`config.mk`:
```
export PLATFORM = sky130hd
export DESIGN_NAME = load_queue
export DESIGN_NICKNAME = d
export VERILOG_FILES = /design/src/rtl/lq_pkg.sv /design/src/rtl/lq_oldest_select.sv /design/src/rtl/load_queue.sv
export SDC_FILE = /design/constraint.sdc
export NUM_CORES = 1
export LEC_CHECK = 0
export BUFFER_PORTS_ARGS = -buffer_cell sky130_fd_sc_hd__buf_2
export CAP_MARGIN = 20
export CORE_MARGIN = 10
export CORE_UTILIZATION = 55
export DETAILED_ROUTE_END_ITERATION = 16
export GPL_ROUTABILITY_DRIVEN = 0
export PLACE_DENSITY = 0.78
export SLEW_MARGIN = 20
export SYNTH_ARGS = -nofsm -noshare
export SYNTH_HDL_FRONTEND = slang
export SYNTH_HIERARCHICAL = 1
export SYNTH_SLANG_ARGS = --single-unit
```
`constraint.sdc`:
```
create_clock -name clk_in -period 5.8 [get_ports clk_in]
set_input_delay 1.45 -clock clk_in [delete_from_list [all_inputs] [get_ports clk_in]]
set_output_delay 1.45 -clock clk_in [all_outputs]
set_load 0.01 [all_outputs]
```
`src/rtl/lq_pkg.sv`:
```
// lq_pkg: shared load-queue opcodes, FSM states, access-width encoding and opcode decode.
package lq_pkg;
  typedef enum logic [2:0] {
    OP_LB  = 3'b000,
    OP_LH  = 3'b001,
    OP_LW  = 3'b010,
    OP_LBU = 3'b100,
    OP_LHU = 3'b101
  } lq_op_e;
  typedef enum logic [1:0] {S_IDLE, S_REQ, S_WAIT, S_DRAIN} lq_state_e;
  localparam logic [2:0] W_B = 3'b001;
  localparam logic [2:0] W_H = 3'b010;
  localparam logic [2:0] W_W = 3'b100;
  // Returns {width, signed}; unknown opcodes fall back to an unsigned word.
  function automatic logic [3:0] op_decode(input logic [2:0] op);
    return (op == OP_LB)  ? {W_B, 1'b1} :
           (op == OP_LH)  ? {W_H, 1'b1} :
           (op == OP_LBU) ? {W_B, 1'b0} :
           (op == OP_LHU) ? {W_H, 1'b0} : {W_W, 1'b0};
  endfunction
endpackage

```
`src/rtl/lq_oldest_select.sv`:
```
// lq_oldest_select: picks the oldest entry of a mask using an age matrix.
// Ports: mask_i candidate entries; age_i[j][i] set when entry j is older than entry i;
// found_o any candidate; idx_o index of the candidate no other candidate is older than.
module lq_oldest_select #(
  parameter int DEPTH = 8
) (
  input  logic [DEPTH-1:0]             mask_i,
  input  logic [DEPTH-1:0][DEPTH-1:0]  age_i,
  output logic                         found_o,
  output logic [$clog2(DEPTH)-1:0]     idx_o
);
  localparam int IW = $clog2(DEPTH);
  logic blocked;
  always_comb begin
    found_o = 1'b0;
    idx_o = '0;
    blocked = 1'b0;
    for (int i = 0; i < DEPTH; i++) begin
      blocked = 1'b0;
      for (int j = 0; j < DEPTH; j++) blocked = blocked | (mask_i[j] & age_i[j][i]);
      if (mask_i[i] && !blocked && !found_o) begin
        found_o = 1'b1;
        idx_o = i[IW-1:0];
      end
    end
  end
endmodule

```
`src/rtl/load_queue.sv`:
```
// load_queue: age-ordered load queue issuing committed loads to memory one at a time.
// Ports: clk_in/rst_n_in clock and async active-low reset; rdy_in global enable;
// flush_in misprediction flush; alloc_* new load in, alloc_rdy_out space available;
// ack_* entry index back to the ROB; commit_* entry safe to load; mem_* memory
// request/response; wb_* writeback of the loaded data.
module load_queue
  import lq_pkg::*;
#(
  parameter int DEPTH = 8,
  parameter int AW    = 32,
  parameter int ROBW  = 4,
  parameter int DW    = 32
) (
  input  logic                     clk_in,
  input  logic                     rst_n_in,
  input  logic                     rdy_in,
  input  logic                     flush_in,
  input  logic                     alloc_en_in,
  input  logic [AW-1:0]            alloc_addr_in,
  input  logic [ROBW-1:0]          alloc_dest_in,
  input  logic [2:0]               alloc_op_in,
  output logic                     alloc_rdy_out,
  output logic                     ack_en_out,
  output logic [ROBW-1:0]          ack_dest_out,
  output logic [$clog2(DEPTH)-1:0] ack_idx_out,
  input  logic                     commit_en_in,
  input  logic [$clog2(DEPTH)-1:0] commit_idx_in,
  output logic                     mem_req_out,
  output logic [AW-1:0]            mem_addr_out,
  output logic [2:0]               mem_width_out,
  output logic                     mem_sgn_out,
  input  logic                     mem_done_in,
  input  logic [DW-1:0]            mem_data_in,
  output logic                     wb_en_out,
  output logic [ROBW-1:0]          wb_dest_out,
  output logic [DW-1:0]            wb_data_out
);
  localparam int IW = $clog2(DEPTH);
  logic [DEPTH-1:0] valid_q, valid_d, ready_q, ready_d;
  logic [DEPTH-1:0][DEPTH-1:0] age_q, age_d, lo_age;
  logic [AW-1:0] addr_q [DEPTH];
  logic [ROBW-1:0] dest_q [DEPTH];
  logic [2:0] op_q [DEPTH];
  lq_state_e state_q, state_d;
  logic [IW-1:0] sel_q, sel_d, old_idx, free_idx;
  logic old_found, free_found, issue, alloc_fire, wb_fire, dec_sgn;
  logic [2:0] dec_width;
  logic alloc_rdy_q, ack_en_q, mem_req_q, mem_sgn_q, wb_en_q;
  logic [ROBW-1:0] ack_dest_q, wb_dest_q;
  logic [IW-1:0] ack_idx_q;
  logic [AW-1:0] mem_addr_q;
  logic [2:0] mem_width_q;
  logic [DW-1:0] wb_data_q;
  // Fixed "lower index is older" matrix turns the oldest-select into a lowest-index pick.
  always_comb begin
    lo_age = '0;
    for (int j = 0; j < DEPTH; j++)
      for (int i = 0; i < DEPTH; i++) lo_age[j][i] = (j < i);
  end
  lq_oldest_select #(.DEPTH(DEPTH)) u_oldest (
    .mask_i (valid_q & ready_q),
    .age_i  (age_q),
    .found_o(old_found),
    .idx_o  (old_idx)
  );
  lq_oldest_select #(.DEPTH(DEPTH)) u_free (
    .mask_i (~valid_q),
    .age_i  (lo_age),
    .found_o(free_found),
    .idx_o  (free_idx)
  );
  assign {dec_width, dec_sgn} = op_decode(op_q[old_idx]);
  assign issue = (state_q == S_IDLE) && old_found && !flush_in;
  assign alloc_fire = alloc_en_in && alloc_rdy_q && free_found && !flush_in;
  assign wb_fire = (state_q == S_WAIT) && mem_done_in && !flush_in;
  // A new entry is younger than every live entry; a freed entry drops out of the matrix.
  always_comb begin
    valid_d = valid_q;
    ready_d = ready_q;
    age_d = age_q;
    if (alloc_fire) begin
      valid_d[free_idx] = 1'b1;
      ready_d[free_idx] = 1'b0;
      age_d[free_idx] = '0;
      for (int j = 0; j < DEPTH; j++) age_d[j][free_idx] = valid_q[j];
    end
    if (commit_en_in && valid_q[commit_idx_in]) ready_d[commit_idx_in] = 1'b1;
    if (wb_fire) begin
      valid_d[sel_q] = 1'b0;
      ready_d[sel_q] = 1'b0;
      age_d[sel_q] = '0;
      for (int j = 0; j < DEPTH; j++) age_d[j][sel_q] = 1'b0;
    end
    if (flush_in) begin
      valid_d = '0;
      ready_d = '0;
      age_d = '0;
    end
  end
  // A response coinciding with a flush in WAIT closes the access; waiting in DRAIN would hang.
  always_comb begin
    state_d = state_q;
    sel_d = issue ? old_idx : sel_q;
    case (state_q)
      S_IDLE:  state_d = issue ? S_REQ : S_IDLE;
      S_REQ:   state_d = flush_in ? S_DRAIN : S_WAIT;
      S_WAIT:  state_d = mem_done_in ? S_IDLE : flush_in ? S_DRAIN : S_WAIT;
      S_DRAIN: state_d = mem_done_in ? S_IDLE : S_DRAIN;
      default: state_d = S_IDLE;
    endcase
  end
  always_ff @(posedge clk_in or negedge rst_n_in) begin
    if (!rst_n_in) begin
      valid_q <= '0;
      ready_q <= '0;
      age_q <= '0;
      state_q <= S_IDLE;
      sel_q <= '0;
      alloc_rdy_q <= 1'b1;
      ack_en_q <= 1'b0;
      ack_dest_q <= '0;
      ack_idx_q <= '0;
      mem_req_q <= 1'b0;
      mem_addr_q <= '0;
      mem_width_q <= '0;
      mem_sgn_q <= 1'b0;
      wb_en_q <= 1'b0;
      wb_dest_q <= '0;
      wb_data_q <= '0;
    end else if (rdy_in) begin
      valid_q <= valid_d;
      ready_q <= ready_d;
      age_q <= age_d;
      state_q <= state_d;
      sel_q <= sel_d;
      alloc_rdy_q <= ~&valid_d;
      ack_en_q <= alloc_fire;
      ack_dest_q <= alloc_fire ? alloc_dest_in : ack_dest_q;
      ack_idx_q <= alloc_fire ? free_idx : ack_idx_q;
      mem_req_q <= issue;
      mem_addr_q <= issue ? addr_q[old_idx] : mem_addr_q;
      mem_width_q <= issue ? dec_width : mem_width_q;
      mem_sgn_q <= issue ? dec_sgn : mem_sgn_q;
      wb_en_q <= wb_fire;
      wb_dest_q <= wb_fire ? dest_q[sel_q] : wb_dest_q;
      wb_data_q <= wb_fire ? mem_data_in : wb_data_q;
    end
  end
  always_ff @(posedge clk_in) begin
    if (rdy_in && alloc_fire) begin
      addr_q[free_idx] <= alloc_addr_in;
      dest_q[free_idx] <= alloc_dest_in;
      op_q[free_idx] <= alloc_op_in;
    end
  end
  assign alloc_rdy_out = alloc_rdy_q;
  assign ack_en_out = ack_en_q;
  assign ack_dest_out = ack_dest_q;
  assign ack_idx_out = ack_idx_q;
  assign mem_req_out = mem_req_q;
  assign mem_addr_out = mem_addr_q;
  assign mem_width_out = mem_width_q;
  assign mem_sgn_out = mem_sgn_q;
  assign wb_en_out = wb_en_q;
  assign wb_dest_out = wb_dest_q;
  assign wb_data_out = wb_data_q;
endmodule

```
==> run_results.csv, run 1 <==
group,metric,value,unit
floorplan,io_pins,164,
clock_tree,clock_latency,600,ps
global_route,grt_pass1_wl,77.37,mm
clock_tree,cts_tree,"built",
sta,relSlewSlack,0.2136,
worst_setup_path,cp.arrival,5020,ps
sta,min_period,4556,ps
yosys,ys_types,79,
yosys,avgSynthCellArea,15.80,sq um
worst_setup_path,cp.required,6270,ps
detailed_routing,first_iter_violations,1354,
clock_tree,cts_hold_buf,0,
cells_and_area,nets,1586,
detailed_routing,dr.pass1.iters,8,
place,pre_cts_slack,1367,ps
floorplan,fp.dieH,212.9,microns
detailed_routing,final_antenna_net_count,0,
sta,worstMarginPinSlew,1176,ps
cells_and_area,fin_util,0.6417,
worst_setup_path,cp_max_fo,28,
cells_and_area,drive_gt1_frac,0.2887,
run_status,status,"complete, no violations",
place,io_buffers,163,
floorplan,rows,70,
clock_tree,htree_levels,2,
yosys,seq_area_frac_synth,0.6633,
detailed_routing,wire_per_inst,25.06,microns
yosys,synth_seq_cells,480,
yosys,yosys.area.top_type,"edfxtp_1",
sta,clock.fmax,219.5,MHz
yosys,yosysTopAreaCellShare,0.4578,
detailed_routing,avgViaCountPerCell,6.149,
place,placed_area,0.02184,sq mm
cells_and_area,fin_area,0.02355,sq mm
yosys,yosysMostFrequentCell,"edfxtp_1",
cells_and_area,fill_cells,2502,
clock_tree,clkSinkCount,480,
yosys,syn-instance-count,1295,
detailed_routing,wl,50.60,mm
sta,rsz0062_at_grt,"no",
place,post-place-cells,1922,
flow_run,maxCapViolCount,0,
yosys,synthTopCellsByArea,"edfxtp_1 46%, dfrtp_1 20%, mux4_2 8.5%",
sta,fin_worst_skew,38.18,ps
clock_tree,postCtsResizedCells,0,
clock_tree,post_cts_buffers,0,
global_route,grt_antenna_before_repair,6,
worst_setup_path,reg2reg_from,"valid_q[0]",
power_and_ir_drop,cellPowerDensity,332.0,mW/mm^2
detailed_routing,drcViolationCount,0,
cells_and_area,stdcell_count,2019,
global_route,grt_start_max_net_pins,92,
floorplan,core-area,0.03670,sq mm
floorplan,die_x,212.9,microns
detailed_routing,num_vias,12414,
worst_setup_path,crit_path_start_kind,"register",
yosys,synth.cell_area,0.02046,sq mm
yosys,synth-edff-count,312,
clock_tree,numCtsBuffers,48,
sta,period_share,0.7854,
clock_tree,root_buffer,"clkbuf_16",
sta,final.setup.tns,0,ps
power_and_ir_drop,vdd_drop_max,286.6,uV
worst_setup_path,cp-startpoint,"valid_q[0]",
place,place_hpwl,30.78,mm
cells_and_area,syn2layout_area_growth,15.08,%
worst_hold_path,hold_path.class,"reg2reg",
floorplan,fp.dieArea,0.04532,sq mm
worst_hold_path,min_from,"mem_addr_out[16]",
yosys,yosys_warnings,6,
clock_tree,cts.path.max_buffers,3,
power_and_ir_drop,power.total,7.817,mW
yosys,ys.flop_type,"edfxtp_1",
worst_setup_path,end_kind,"register",
sta,hold_viol,0,
yosys,ys_async_sr_fraction,0.3500,
worst_setup_path,path_class,"reg2reg",
sta,post-route-worst-setup-slack,1245,ps
sta,finalSetupViolCount,0,
power_and_ir_drop,leakage,8.893,nW
clock_tree,clk_pin_slew,60,ps
sta,whs,482.4,ps
global_route,grt_pass1_vias,12977,
global_route,grt_remaining_overflow,0,
floorplan,start_util,0.5577,
sta,final-max-slew-violation-count,0,
yosys,netlist_top_cells_count,"312 x edfxtp_1, 167 x dfrtp_1, 88 x mux2i_1, 77 x mux4_2, 75 x nand2_1",
global_route,globalRouteTotalUtil,0.2237,
## logic make-up (layout without fill, tap and decap cells)
group           after synthesis  after routing  share of synthesized area
flops                       480            480                     0.6633
buf+inv                     122            310                    0.03277
compound gates              191            191                    0.06860
mux                         214            214                     0.1547
xor+xnor                      2              2                  0.0008561
simple gates                284            284                    0.07936
other cells                   2             70                  0.0003670
## sequential cells by signal (all words and copies together) (netlist names), 3 cells and up
| register | count |
|---|---|
| addr_q | 256 |
| age_q | 64 |
| dest_q | 32 |
| mem_addr_out | 32 |
| wb_data_out | 32 |
| op_q | 24 |
| ready_q | 8 |
| valid_q | 8 |
| ack_dest_out | 4 |
| wb_dest_out | 4 |
| ack_idx_out | 3 |
| mem_width_out | 3 |
| sel_q | 3 |
## power breakdown
group | switching [mW] | internal [mW] | total, mW
sequential | 0.0863 | 3.81 | 3.90
clock | 1.33 | 1.95 | 3.29
combinational | 0.363 | 0.272 | 0.635
total | 1.78 | 6.03 | 7.82
## layer usage
metal  vias to the layer above  share of wire  track usage
met1                      6266           0.38       0.2813
met4                         2          0.036       0.1004
met3                       123          0.079      0.04062
met5                         -        0.00018            0
li1                       5397              -            -
met2                       626           0.50       0.3731
## placed cells by master, fill, tap and decap left out, types with 7 or more instances in the layout
cell type	instances
buf_4	24
nand3_1	11
nor3_1	41
nand4_1	14
o21a_1	13
bufinv_16	8
edfxtp_1	312
nand2b_1	9
clkbuf_1	12
mux2_2	47
nor2b_1	10
buf_2	162
a31oi_1	8
a211oi_1	7
a21oi_1	20
inv_1	23
nand2_1	75
mux4_2	77
clkbuf_16	48
conb_1	64
dfrtp_1	167
o21ai_0	48
nand4b_1	8
a22oi_1	42
nor2_1	47
and2_1	7
mux2i_1	88
nor4_1	11
## critical path, cell delays in order (launching register included)
cell and delay [ps]:
dfrtp_1 700, inv_1 370, a22oi_2 240, nand4b_1 110
nor2_1 270, o211ai_2 110, a211oi_2 550, nor2b_1 470
and3_2 900, buf_4 420, mux2i_1 230, nor3_1 60
## path summary, 6_finish.rpt
check                           slack, ps  cells after the start               end
worst min-delay path                  480                      2  mem_addr_out[16]
worst max-delay path                 1240                     11         age_q[34]
worst max register to register       1240                     11         age_q[34]
worst min register to register        480                      2  mem_addr_out[16]
max in group asynchronous            3870                      2    wb_data_out[9]
min in group asynchronous             970                      1   ack_dest_out[3]
## final cells by class
cell class	instances	area, sq um	share of cell area
inverters	28	107.6	0.004569
clock buffers	64	1301	0.05525
flip-flops and latches	480	13570	0.5764
multi-input cells	755	6491	0.2756
repair buffers	192	1097	0.04659
well taps	468	585.6	0.02486
clock inverters	26	377.9	0.01605
diodes	6	15.01	0.0006376
Note: power is estimated with default switching activity, not from simulation.
==> inputs of run 2 (changes only) <==
==> constraint.sdc (replaced) <==
create_clock -name clk_in -period 4.5 [get_ports clk_in]
set_input_delay 1.125 -clock clk_in [delete_from_list [all_inputs] [get_ports clk_in]]
set_output_delay 1.125 -clock clk_in [all_outputs]
set_load 0.01 [all_outputs]
==> run_results.csv, run 2 (synthesis results as in run 1) <==
group,metric,value,unit
run_status,status,"complete, no violations",
floorplan,die_x,212.9,microns
sta,hold_viol,0,
place,post-place-cells,1937,
clock_tree,clkSinkCount,480,
detailed_routing,route.met2.wl,23.86,mm
power_and_ir_drop,p_seq_frac,0.517,
power_and_ir_drop,p_sw,2.256,mW
cells_and_area,fin_util,0.6434,
power_and_ir_drop,switching_share,0.2322,
sta,relSlewSlack,0.3955,
clock_tree,post_cts_buffers,0,
global_route,grt_pass1_vias,12725,
sta,min_period,3784,ps
global_route,grt_remaining_overflow,0,
worst_setup_path,crit_path_start_kind,"register",
cells_and_area,antennaDiodeCount,0,
power_and_ir_drop,p_int,7.459,mW
sta,period_share,0.8408,
detailed_routing,avgViaCountPerCell,6.094,
clock_tree,numCtsBuffers,48,
detailed_routing,num_vias,12352,
global_route,globalRouteTotalUtil,0.2165,
place,placed_area,0.02206,sq mm
flow_run,maxCapViolCount,0,
worst_setup_path,cp.required,4950,ps
sta,final.setup.tns,0,ps
global_route,grt_antenna_before_repair,2,
cells_and_area,largestRegisters,"addr_q: 256 flops, age_q: 64 flops",
detailed_routing,wire_per_inst,23.93,microns
clock_tree,cts_hold_buf,0,
cells_and_area,drive_gt1_frac,0.3002,
cells_and_area,layout_commonest_cell,"edfxtp_1",
cells_and_area,syn2layout_area_growth,15.38,%
power_and_ir_drop,power.total,9.716,mW
detailed_routing,first_iter_violations,1218,
power_and_ir_drop,p_clk_frac,0.399,
global_route,grt_pass1_wl,74.87,mm
clock_tree,postCtsResizedCells,0,
power_and_ir_drop,cellPowerDensity,411.5,mW/mm^2
worst_setup_path,end_kind,"register",
floorplan,io_pins,164,
clock_tree,clk_pin_slew,60,ps
cells_and_area,nets,1600,
clock_tree,htree_levels,2,
sta,worstMarginPinSlew,906.8,ps
place,place_hpwl,29.53,mm
worst_setup_path,cp.arrival,4230,ps
clock_tree,clock_latency,590,ps
cells_and_area,largest_register,"addr_q",
detailed_routing,drcViolationCount,0,
cells_and_area,fill_cells,2530,
worst_setup_path,path_class,"reg2reg",
detailed_routing,drt-met1-wl,19.25,mm
detailed_routing,routed.top_layer,"met5",
sta,final-max-slew-violation-count,0,
cells_and_area,seqCellArea,0.01357,sq mm
place,io_buffers,163,
cells_and_area,largest_reg_flops,256,
clock_tree,cts.path.max_buffers,3,
cells_and_area,fin_area,0.02361,sq mm
clock_tree,root_buffer,"clkbuf_16",
floorplan,core-area,0.03670,sq mm
clock_tree,cts_tree,"built",
cells_and_area,layout_common_cells,"312 x edfxtp_1, 167 x dfrtp_1, 162 x buf_2",
floorplan,start_util,0.5577,
cells_and_area,stdcell_count,2027,
worst_setup_path,cp_max_fo,20,
floorplan,rows,70,
detailed_routing,final_antenna_net_count,0,
detailed_routing,wl,48.51,mm
sta,rsz0062_at_grt,"no",
detailed_routing,dr.pass1.iters,8,
power_and_ir_drop,combPwrFrac,0.084,
sta,finalSetupViolCount,0,
sta,fin_worst_skew,19.13,ps
floorplan,fp.dieArea,0.04532,sq mm
detailed_routing,met3_length,3.774,mm
sta,clock.fmax,264.3,MHz
power_and_ir_drop,leakage,8.951,nW
floorplan,fp.dieH,212.9,microns
global_route,grt_start_max_net_pins,94,
power_and_ir_drop,vdd_drop_max,452.3,uV
cells_and_area,multi_input_area,0.006491,sq mm
worst_hold_path,hold_path.class,"reg2reg",
==> run 2: cell count changes in the layout (fill, tap and decap cells not counted), sizes merged <==
cell    previous run  this run
diode              6         0
bufinv             8         1
buf              192       206
clkbuf            64        66
inv               31        32
clkinv            13        17
==> run 2: per-stage QoR <==
| stage | hold WS [ps] | setup slack (ps) |
|---|---|---|
| after global placement | 458.8 | 897.8 |
| after CTS | 487.9 | 820.2 |
| after global routing | 511.6 | 467.9 |
| final | 484.1 | 716.3 |
| after floorplan | 450.4 | 1078 |
| after detailed placement | 470.3 | 856.5 |
==> run 2: area by class of cell <==
cell class,instances,area share
well taps,468,0.02480
clock inverters,24,0.008054
clock buffers,66,0.05755
repair buffers,206,0.05537
flip-flops and latches,480,0.5749
inverters,28,0.004451
multi-input cells,755,0.2749
==> run 2: power by group through the flow <==
stage                     clock network (mW)  registers (mW)  logic [mW]
after floorplan                            0            5.20       0.334
after global placement                     0            5.11       0.805
after detailed placement                   0            5.12       0.825
after CTS                               3.94            5.03       0.829
after global routing                    4.13            5.05       0.892
final                                   3.87            5.03       0.816
==> run 2: final timing paths <==
path	startpoint	end	slack [ps]	cells past startpoint
max	valid_q[4]	age_q[28]	720	11
min	wb_en_out	wb_en_out	480	1
max reg2reg	valid_q[4]	age_q[28]	720	11
min reg2reg	wb_en_out	wb_en_out	480	1
max in group asynchronous	rst_n_in	alloc_rdy_out	2930	2
min in group asynchronous	rst_n_in	ack_dest_out[1]	620	1
==> run 2: routing by layer <==
metal  global-route usage  up-vias
met1               0.2778     6251
met3              0.04370      109
li1                     -     5417
met5                    0        -
met4              0.09478        4
met2               0.3527      571
==> run 2: worst max-delay path: stages, from the launching register on <==
cell	delay [ps]
dfrtp_1	690
inv_1	300
a22oi_1	230
nand2_1	70
nor2_1	210
o31a_1	180
o211ai_2	380
nand2b_1	380
nor3_4	420
buf_4	430
mux2i_1	260
nor4_2	60
